==> src/rtl/arbitro_mem_dados.sv <==
// Arbiter for the single-port data memory shared by the datapath (port 0) and the loader/debug port (port 1).
// Round-robin on ties by default; define ARB_PRIORIDADE_FIXA_EN to give port 0 fixed priority.
module arbitro_mem_dados #(
    parameter int unsigned LARG_END  = 8,
    parameter int unsigned LARG_DADO = 32,
    parameter int unsigned LAT_LEIT  = 1
) (
    input  logic                 clk,
    input  logic                 rst_n,
    input  logic                 req0,
    input  logic                 req1,
    input  logic                 esc0,
    input  logic                 esc1,
    input  logic [LARG_END-1:0]  end0,
    input  logic [LARG_END-1:0]  end1,
    input  logic [LARG_DADO-1:0] dado_entr0,
    input  logic [LARG_DADO-1:0] dado_entr1,
    output logic                 ack0,
    output logic                 ack1,
    output logic [LARG_DADO-1:0] dado_sai0,
    output logic [LARG_DADO-1:0] dado_sai1,
    output logic                 mem_en,
    output logic                 mem_esc,
    output logic [LARG_END-1:0]  mem_end,
    output logic [LARG_DADO-1:0] mem_dado_entr,
    input  logic [LARG_DADO-1:0] mem_dado_sai,
    output logic                 ocupado
);

    localparam int unsigned LARG_CNT = 3;

    typedef enum logic [1:0] {
        OCIOSO  = 2'd0,
        ACESSO  = 2'd1,
        ESPERA  = 2'd2,
        CONCLUI = 2'd3
    } estado_t;

    estado_t             estado;
    logic                vencedor;
    logic                ultimo;
    logic                esc_lat;
    logic [LARG_CNT-1:0] cnt;
    logic                venc_c;

    // Port chosen if a grant happens this cycle (0 or 1)
    always_comb begin
        venc_c = ~req0;
`ifdef ARB_PRIORIDADE_FIXA_EN
        if (req0 && req1) venc_c = 1'b0;
`else
        if (req0 && req1) venc_c = ~ultimo;
`endif
    end

    always_ff @(posedge clk or negedge rst_n) begin
        if (!rst_n) begin
            estado        <= OCIOSO;
            vencedor      <= 1'b0;
            ultimo        <= 1'b1;
            esc_lat       <= 1'b0;
            cnt           <= '0;
            ack0          <= 1'b0;
            ack1          <= 1'b0;
            dado_sai0     <= '0;
            dado_sai1     <= '0;
            mem_en        <= 1'b0;
            mem_esc       <= 1'b0;
            mem_end       <= '0;
            mem_dado_entr <= '0;
            ocupado       <= 1'b0;
        end else begin
            ack0    <= 1'b0;
            ack1    <= 1'b0;
            mem_en  <= 1'b0;
            mem_esc <= 1'b0;
            case (estado)
                OCIOSO: begin
                    if (req0 || req1) begin
                        vencedor      <= venc_c;
                        esc_lat       <= venc_c ? esc1 : esc0;
                        mem_esc       <= venc_c ? esc1 : esc0;
                        mem_end       <= venc_c ? end1 : end0;
                        mem_dado_entr <= venc_c ? dado_entr1 : dado_entr0;
                        mem_en        <= 1'b1;
                        ocupado       <= 1'b1;
                        estado        <= ACESSO;
                    end
                end
                ACESSO: begin
                    if (esc_lat) begin
                        ack0   <= ~vencedor;
                        ack1   <= vencedor;
                        estado <= CONCLUI;
                    end else begin
                        cnt    <= LARG_CNT'(LAT_LEIT - 1);
                        estado <= ESPERA;
                    end
                end
                ESPERA: begin
                    if (cnt != '0) begin
                        cnt <= cnt - LARG_CNT'(1);
                    end else begin
                        if (vencedor) dado_sai1 <= mem_dado_sai;
                        else          dado_sai0 <= mem_dado_sai;
                        ack0   <= ~vencedor;
                        ack1   <= vencedor;
                        estado <= CONCLUI;
                    end
                end
                CONCLUI: begin
                    ultimo  <= vencedor;
                    ocupado <= 1'b0;
                    estado  <= OCIOSO;
                end
                default: estado <= OCIOSO;
            endcase
        end
    end

endmodule

==> config.mk <==
export PLATFORM = sky130hd
export DESIGN_NAME = arbitro_mem_dados
export DESIGN_NICKNAME = d
export VERILOG_FILES = /design/src/rtl/arbitro_mem_dados.sv
export SDC_FILE = /design/constraint.sdc
export NUM_CORES = 1
export LEC_CHECK = 0
export CAP_MARGIN = 20
export CORE_MARGIN = 1
export CORE_UTILIZATION = 39
export CTS_BUF_LIST = sky130_fd_sc_hd__clkbuf_4 sky130_fd_sc_hd__clkbuf_8
export DETAILED_ROUTE_END_ITERATION = 6
export HOLD_SLACK_MARGIN = 0.02
export PLACE_DENSITY = 0.83
export SLEW_MARGIN = 0
export SYNTH_ARGS = -nofsm -noshare
export SYNTH_HDL_FRONTEND = slang
export SYNTH_SLANG_ARGS = --single-unit
==> constraint.sdc <==
create_clock -name clk -period 1.7 [get_ports clk]
set_input_delay 0.34 -clock clk [delete_from_list [all_inputs] [get_ports clk]]
set_output_delay 0.34 -clock clk [all_outputs]
set_load 0.1 [all_outputs]
==> metrics.yaml, run 1 <==
global_route:
  grt_usage: 0.2459
  overflow: 0
  antenna_found_initial: 0
  grt_max_degree: 43
  grt_pass1_wl_mm: 24.74
  grt_pass1_vias: 4749
setup_path:
  worstPathRequired_ns: 2.01
  crit_slowest_cell: "dfrtp_1"
  reg2regPathDepth: 6
  crit_start: "cnt[1]"
  slowest_delay_ns: 0.41
  path_buf_inv: 2
  worstSetupPathType: "reg2reg"
  critPathMaxFanout: 10
  crit_family: "simple AND/OR/NAND/NOR gates"
  cp.depth: 6
  end_kind: "register"
  cp-start-kind: "register"
  rr_startpoint: "cnt[1]"
  arrival_ns: 1.98
  cp_cell_sequence: "inv_2 > ha_4 > and3b_4 > and2_4 > clkbuf_16 > mux2_4"
clock_tree:
  cts_root_buffer: "clkbuf_8"
  clk_latency_ns: 0.44
  cts_made_buffers: 17
  clkTransAtPathRegs_ns: 0.06
  clock_sinks: 117
  cts_tree: "yes"
  htreeDepth: 4
  clockBufferDepth: 2
floorplanning:
  ios: 227
  rows: 41
  fp.coreArea_um2: 12720
  die_w_um: 116.8
  die_h_um: 116.8
  start_util: 0.4043
  die-area_um2: 13650
synth:
  yosys.area.top_type: "dfrtp_1"
  yosys.area.top_type_share: 0.5643
  synth_seq_cells: 117
  syn_nets: 555
  synth_edf_count: 0
  synth_cell_types: 34
  async_flop_share: 1.000
  ys_seq_area_frac: 0.5694
  avgSynthCellArea_um2: 11.93
  yosys_warnings: 0
  syn-instance-count: 431
  synthesis.area_um2: 5144
  yosys-top-cells-area: "dfrtp_1 (56%), mux2_4 (8.8%), mux2_2 (7.9%)"
  synth_ff_type: "dfrtp_1"
route:
  vias: 4444
  drc: 0
  final_antenna_net_count: 0
  drt_iter0_drc: 279
  via_per_inst: 5.222
  wl_per_cell_um: 18.95
  drt-pass1-iter-count: 5
  wl_mm: 16.13
final_layout:
  n_fill_cell: 803
  num_antenna_cells: 0
  drive_gt1_frac: 0.3594
  nNetsFinal: 794
  areaGrowthSynthToFinish_pct: 81.37
placed_design:
  place_congestion: 0.7904
  dp_hpwl_mm: 11.98
  io_buffers: 226
hold_path:
  hp-class: "in2async"
timing:
  tightest_slew_ns: 0.4669
  tns_ns: 0
  post-route-period-util: 0.9822
  finalClockSkew_ns: 0.008720
  clock.fmax_mhz: 598.9
  setup_viol: 0
  hold_viol_final: 0
  relSlewSlack: 0.6887
  slew_viol_final: 0
  fin_crit_ns: 1.670
  rsz0062_at_grt: "yes"
flow_run:
  drv_cap: 0
status:
  status: "complete, no violations"
[Yosys cell counts, types with 5 or more instances]
library cell  number
a21oi_1           41
a31oi_1           41
buf_6              5
clkbuf_1          23
dfrtp_1          116
ha_1               6
inv_1              7
mux2_2            36
mux2_4            30
nand2_1            6
nor2_1            47
o21ai_0           45
[flip-flops by register name, indices dropped and copies added, names as in the netlist]
| name | flops |
|---|---|
| dado_sai1 | 32 |
| ultimo | 1 |
| mem_esc | 1 |
| ocupado | 1 |
| vencedor | 1 |
| ack0 | 1 |
| cnt | 3 |
| esc_lat | 1 |
| mem_en | 1 |
| mem_dado_entr | 32 |
| ack1 | 1 |
| mem_end | 8 |
| dado_sai0 | 32 |
| estado | 2 |
[final timing paths]
kind                                          end  slack [ns]
worst max-delay path                dado_sai0[22]        0.03
worst min-delay path                 dado_sai0[4]        0.41
worst max register to register      dado_sai0[22]        0.03
worst min register to register               ack0        0.52
max in group asynchronous                  ultimo        0.70
min in group clk                mem_dado_entr[18]        0.46
[routing by layer]
metal,GRT usage,vias to the layer above,part of all wire
met3,0.1226,31,0.12
met1,0.2650,2151,0.36
met2,0.4134,250,0.50
li1,-,2012,-
met4,0.09789,0,0.026
met5,0,-,0
[area by class of cell]
type	count	area, um^2	area share
Timing Repair Buffer	254	3735	0.4003
Sequential cell	117	2930	0.3141
Clock buffer	24	317.8	0.03407
Clock inverter	4	95.09	0.01019
Multi-Input combinational cell	272	2006	0.2150
Inverter	8	30.03	0.003219
Tap cell	172	215.2	0.02307
[cell usage in the layout, fill, tap and decap left out, types with 2 or more instances in the layout]
| master | n |
|---|---|
| buf_12 | 121 |
| nand2_1 | 6 |
| o211ai_1 | 3 |
| inv_2 | 4 |
| nor2_1 | 47 |
| ha_1 | 3 |
| dfrtp_1 | 115 |
| clkbuf_4 | 2 |
| bufinv_16 | 3 |
| buf_4 | 14 |
| mux2_4 | 30 |
| mux2_2 | 36 |
| ha_4 | 2 |
| nand2b_1 | 2 |
| clkdlybuf4s50_1 | 116 |
| clkbuf_8 | 22 |
| inv_1 | 4 |
| a31oi_1 | 41 |
| a21oi_1 | 41 |
| o21ai_0 | 45 |
[logic make-up after synthesis]
logic type / share of synthesized area
AO/OA/AOI/OAI: 0.1486
adder cells (fa/ha/maj): 0.01459
buffers and inverters: 0.04792
flip-flops: 0.5694
multiplexers: 0.1664
AND/OR/NAND/NOR: 0.05303
[metrics by stage]
stage / util / cell area (um^2) / hold slack, ns / cells / worst slack, ns
final: 0.7333 / 9329 / 0.4118 / 851 / 0.03034
after floorplan: - / 5156 / 0.04441 / 431 / -0.006766
after global routing: 0.7333 / 9329 / 0.4242 / 851 / -0.02069
after global placement: 0.6953 / 8846 / 0.3225 / 819 / -0.05293
after CTS: 0.7295 / 9281 / 0.3967 / 848 / 0.007656
after detailed placement: 0.6953 / 8846 / 0.3271 / 819 / -0.1115
[what timing repair did]
action | CTS | global route
setup buffers | 0 | 2
cloned | 0 | 1
endpoints found under the setup margin | 26 | 53
gates resized for setup | 4 | 3
endpoints found under the hold margin | 28 | 0
hold buffers | 1 | 0
Power of run 1 is not shown: default switching activity piles up to over one toggle a cycle in this logic, so the estimate is an artifact.
==> run 2: changes to the inputs <==
CELL_PAD_IN_SITES_DETAIL_PLACEMENT = 1   (was unset)
CELL_PAD_IN_SITES_GLOBAL_PLACEMENT = 2   (was unset)
CORE_UTILIZATION = 24   (was 39)
PLACE_DENSITY = 0.84   (was 0.83)
==> metrics.yaml, run 2 (same netlist as run 1, synthesis figures left out) <==
global_route:
  grt_pass1_wl_mm: 28.91
  antenna_found_initial: 0
  grt_pass1_vias: 4932
  grt_usage: 0.1722
  overflow: 0
  grt_max_degree: 51
timing:
  tns_ns: 0
  slew_viol_final: 0
  rsz0062_at_grt: "yes"
  tightest_slew_ns: 0.3583
  relSlewSlack: 0.7612
  setup_ws_ns: 0.01662
  setup_viol: 0
  clock.fmax_mhz: 594.0
  finalClockSkew_ns: 0.01301
  hold_viol_final: 0
  fin_crit_ns: 1.683
  whs_ns: 0.2384
  post-route-period-util: 0.9902
clock_tree:
  cts_root_buffer: "clkbuf_8"
  clockBufferDepth: 2
  clkTransAtPathRegs_ns: 0.08
  clock_sinks: 117
  htreeDepth: 4
  cts_tree: "yes"
  clk_latency_ns: 0.43
  cts_made_buffers: 17
hold_path:
  hp-class: "in2reg"
placed_design:
  dp_hpwl_mm: 13.32
  io_buffers: 226
  place_congestion: 0.8043
  place_ws_ns: -0.1241
route:
  wl_mm: 18.50
  drt-pass1-iter-count: 4
  vias: 4459
  drc: 0
  via_per_inst: 4.645
  final_antenna_net_count: 0
  wl_per_cell_um: 19.27
  drt_iter0_drc: 135
final_layout:
  areaGrowthSynthToFinish_pct: 84.07
  final_cell_mix: "buf_12 (121), dfrtp_1 (115), clkdlybuf4s50_1 (115)"
  num_antenna_cells: 0
  nNetsFinal: 797
  largest_registers: "dado_sai0: 32 flops, dado_sai1: 32 flops, mem_dado_entr: 32 flops"
  drive_gt1_frac: 0.3693
  final_common_cell: "buf_12"
status:
  status: "complete, no violations"
floorplanning:
  rows: 53
  die_w_um: 148.4
  start_util: 0.2447
  die_h_um: 148.4
  die-area_um2: 22020
  ios: 227
  fp.coreArea_um2: 21020
setup_path:
  worstPathRequired_ns: 2.02
  path_buf_inv: 3
  end_kind: "register"
  cp-start-kind: "register"
  cp_cell_sequence: "inv_2 > ha_4 > and3b_4 > and2_4 > buf_12 > buf_16 > mux2_4"
  worstSetupPathType: "reg2reg"
  arrival_ns: 2.00
  crit_family: "simple AND/OR/NAND/NOR gates"
  slowest_delay_ns: 0.41
  critPathMaxFanout: 5
  crit_slowest_cell: "dfrtp_1"
flow_run:
  drv_cap: 0
## run 2: cell types whose count changed in the layout (fill, tap and decap cells not counted), moves of 2 or more
cell / change
mux2_2: -3
mux2_4: +3
inv_6: +3
clkinvlp_4: +3
clkinv_4: +4
clkbuf_8: -5
clkbuf_4: -2
buf_4: +4
## run 2: layout make-up
cell class	instances	area (um^2)
inverter	8	30.03
clock inverter	14	153.9
timing repair buffer	257	3751
tap	275	344.1
fill	2128	11550
sequential	117	2930
clock buffer	17	234.0
multi-input combinational	272	2024
## run 2: timing repair
action                                 in CTS  in global routing
gates resized for setup                     9                  3
buffers inserted                            5                  2
hold buffers                                1                  0
setup endpoints to repair                  54                 49
gates cloned                                2                  0
pin swaps                                   2                  1
endpoints found under the hold margin      24                  0
## run 2: metal layers
metal / vias up / part of all wire / global-route usage
met1: 2225 / 0.43 / 0.2138
met4: 0 / 0.010 / 0.04691
met5: - / 0 / 0
met3: 15 / 0.077 / 0.06350
met2: 199 / 0.48 / 0.2798
li1: 2020 / - / -
## run 2: path summary, 6_finish.rpt
check	from	endpoint	slack [ns]	depth (start not counted)
worst min-delay path	req0	vencedor	0.24	2
worst min register to register	vencedor	ack0	0.53	1
worst max-delay path	cnt[0]	dado_sai0[2]	0.02	7
worst max register to register	cnt[0]	dado_sai0[2]	0.02	7
min in group asynchronous	rst_n	dado_sai0[28]	0.36	2
max in group asynchronous	rst_n	mem_dado_entr[5]	0.71	3
## run 2: through the flow
step	area, um^2	std cells	utilization
6_report	9468	960	0.4504
2_1_floorplan	5156	431	-
3_5_place_dp	8932	920	0.4249
3_3_place_gp	8932	920	0.4249
4_1_cts	9457	959	0.4499
5_1_grt	9468	960	0.4504
## run 2: worst reg2reg max path, delay by kind of cell, from the launching register on
kind                       cells  cell delay, ns
muxes                          1            0.29
adders and majority gates      1            0.14
DFF                            1            0.41
and+or+nand+nor                2            0.41
buffers and inverters          3            0.34
Power of run 2 is left out for the same reason.
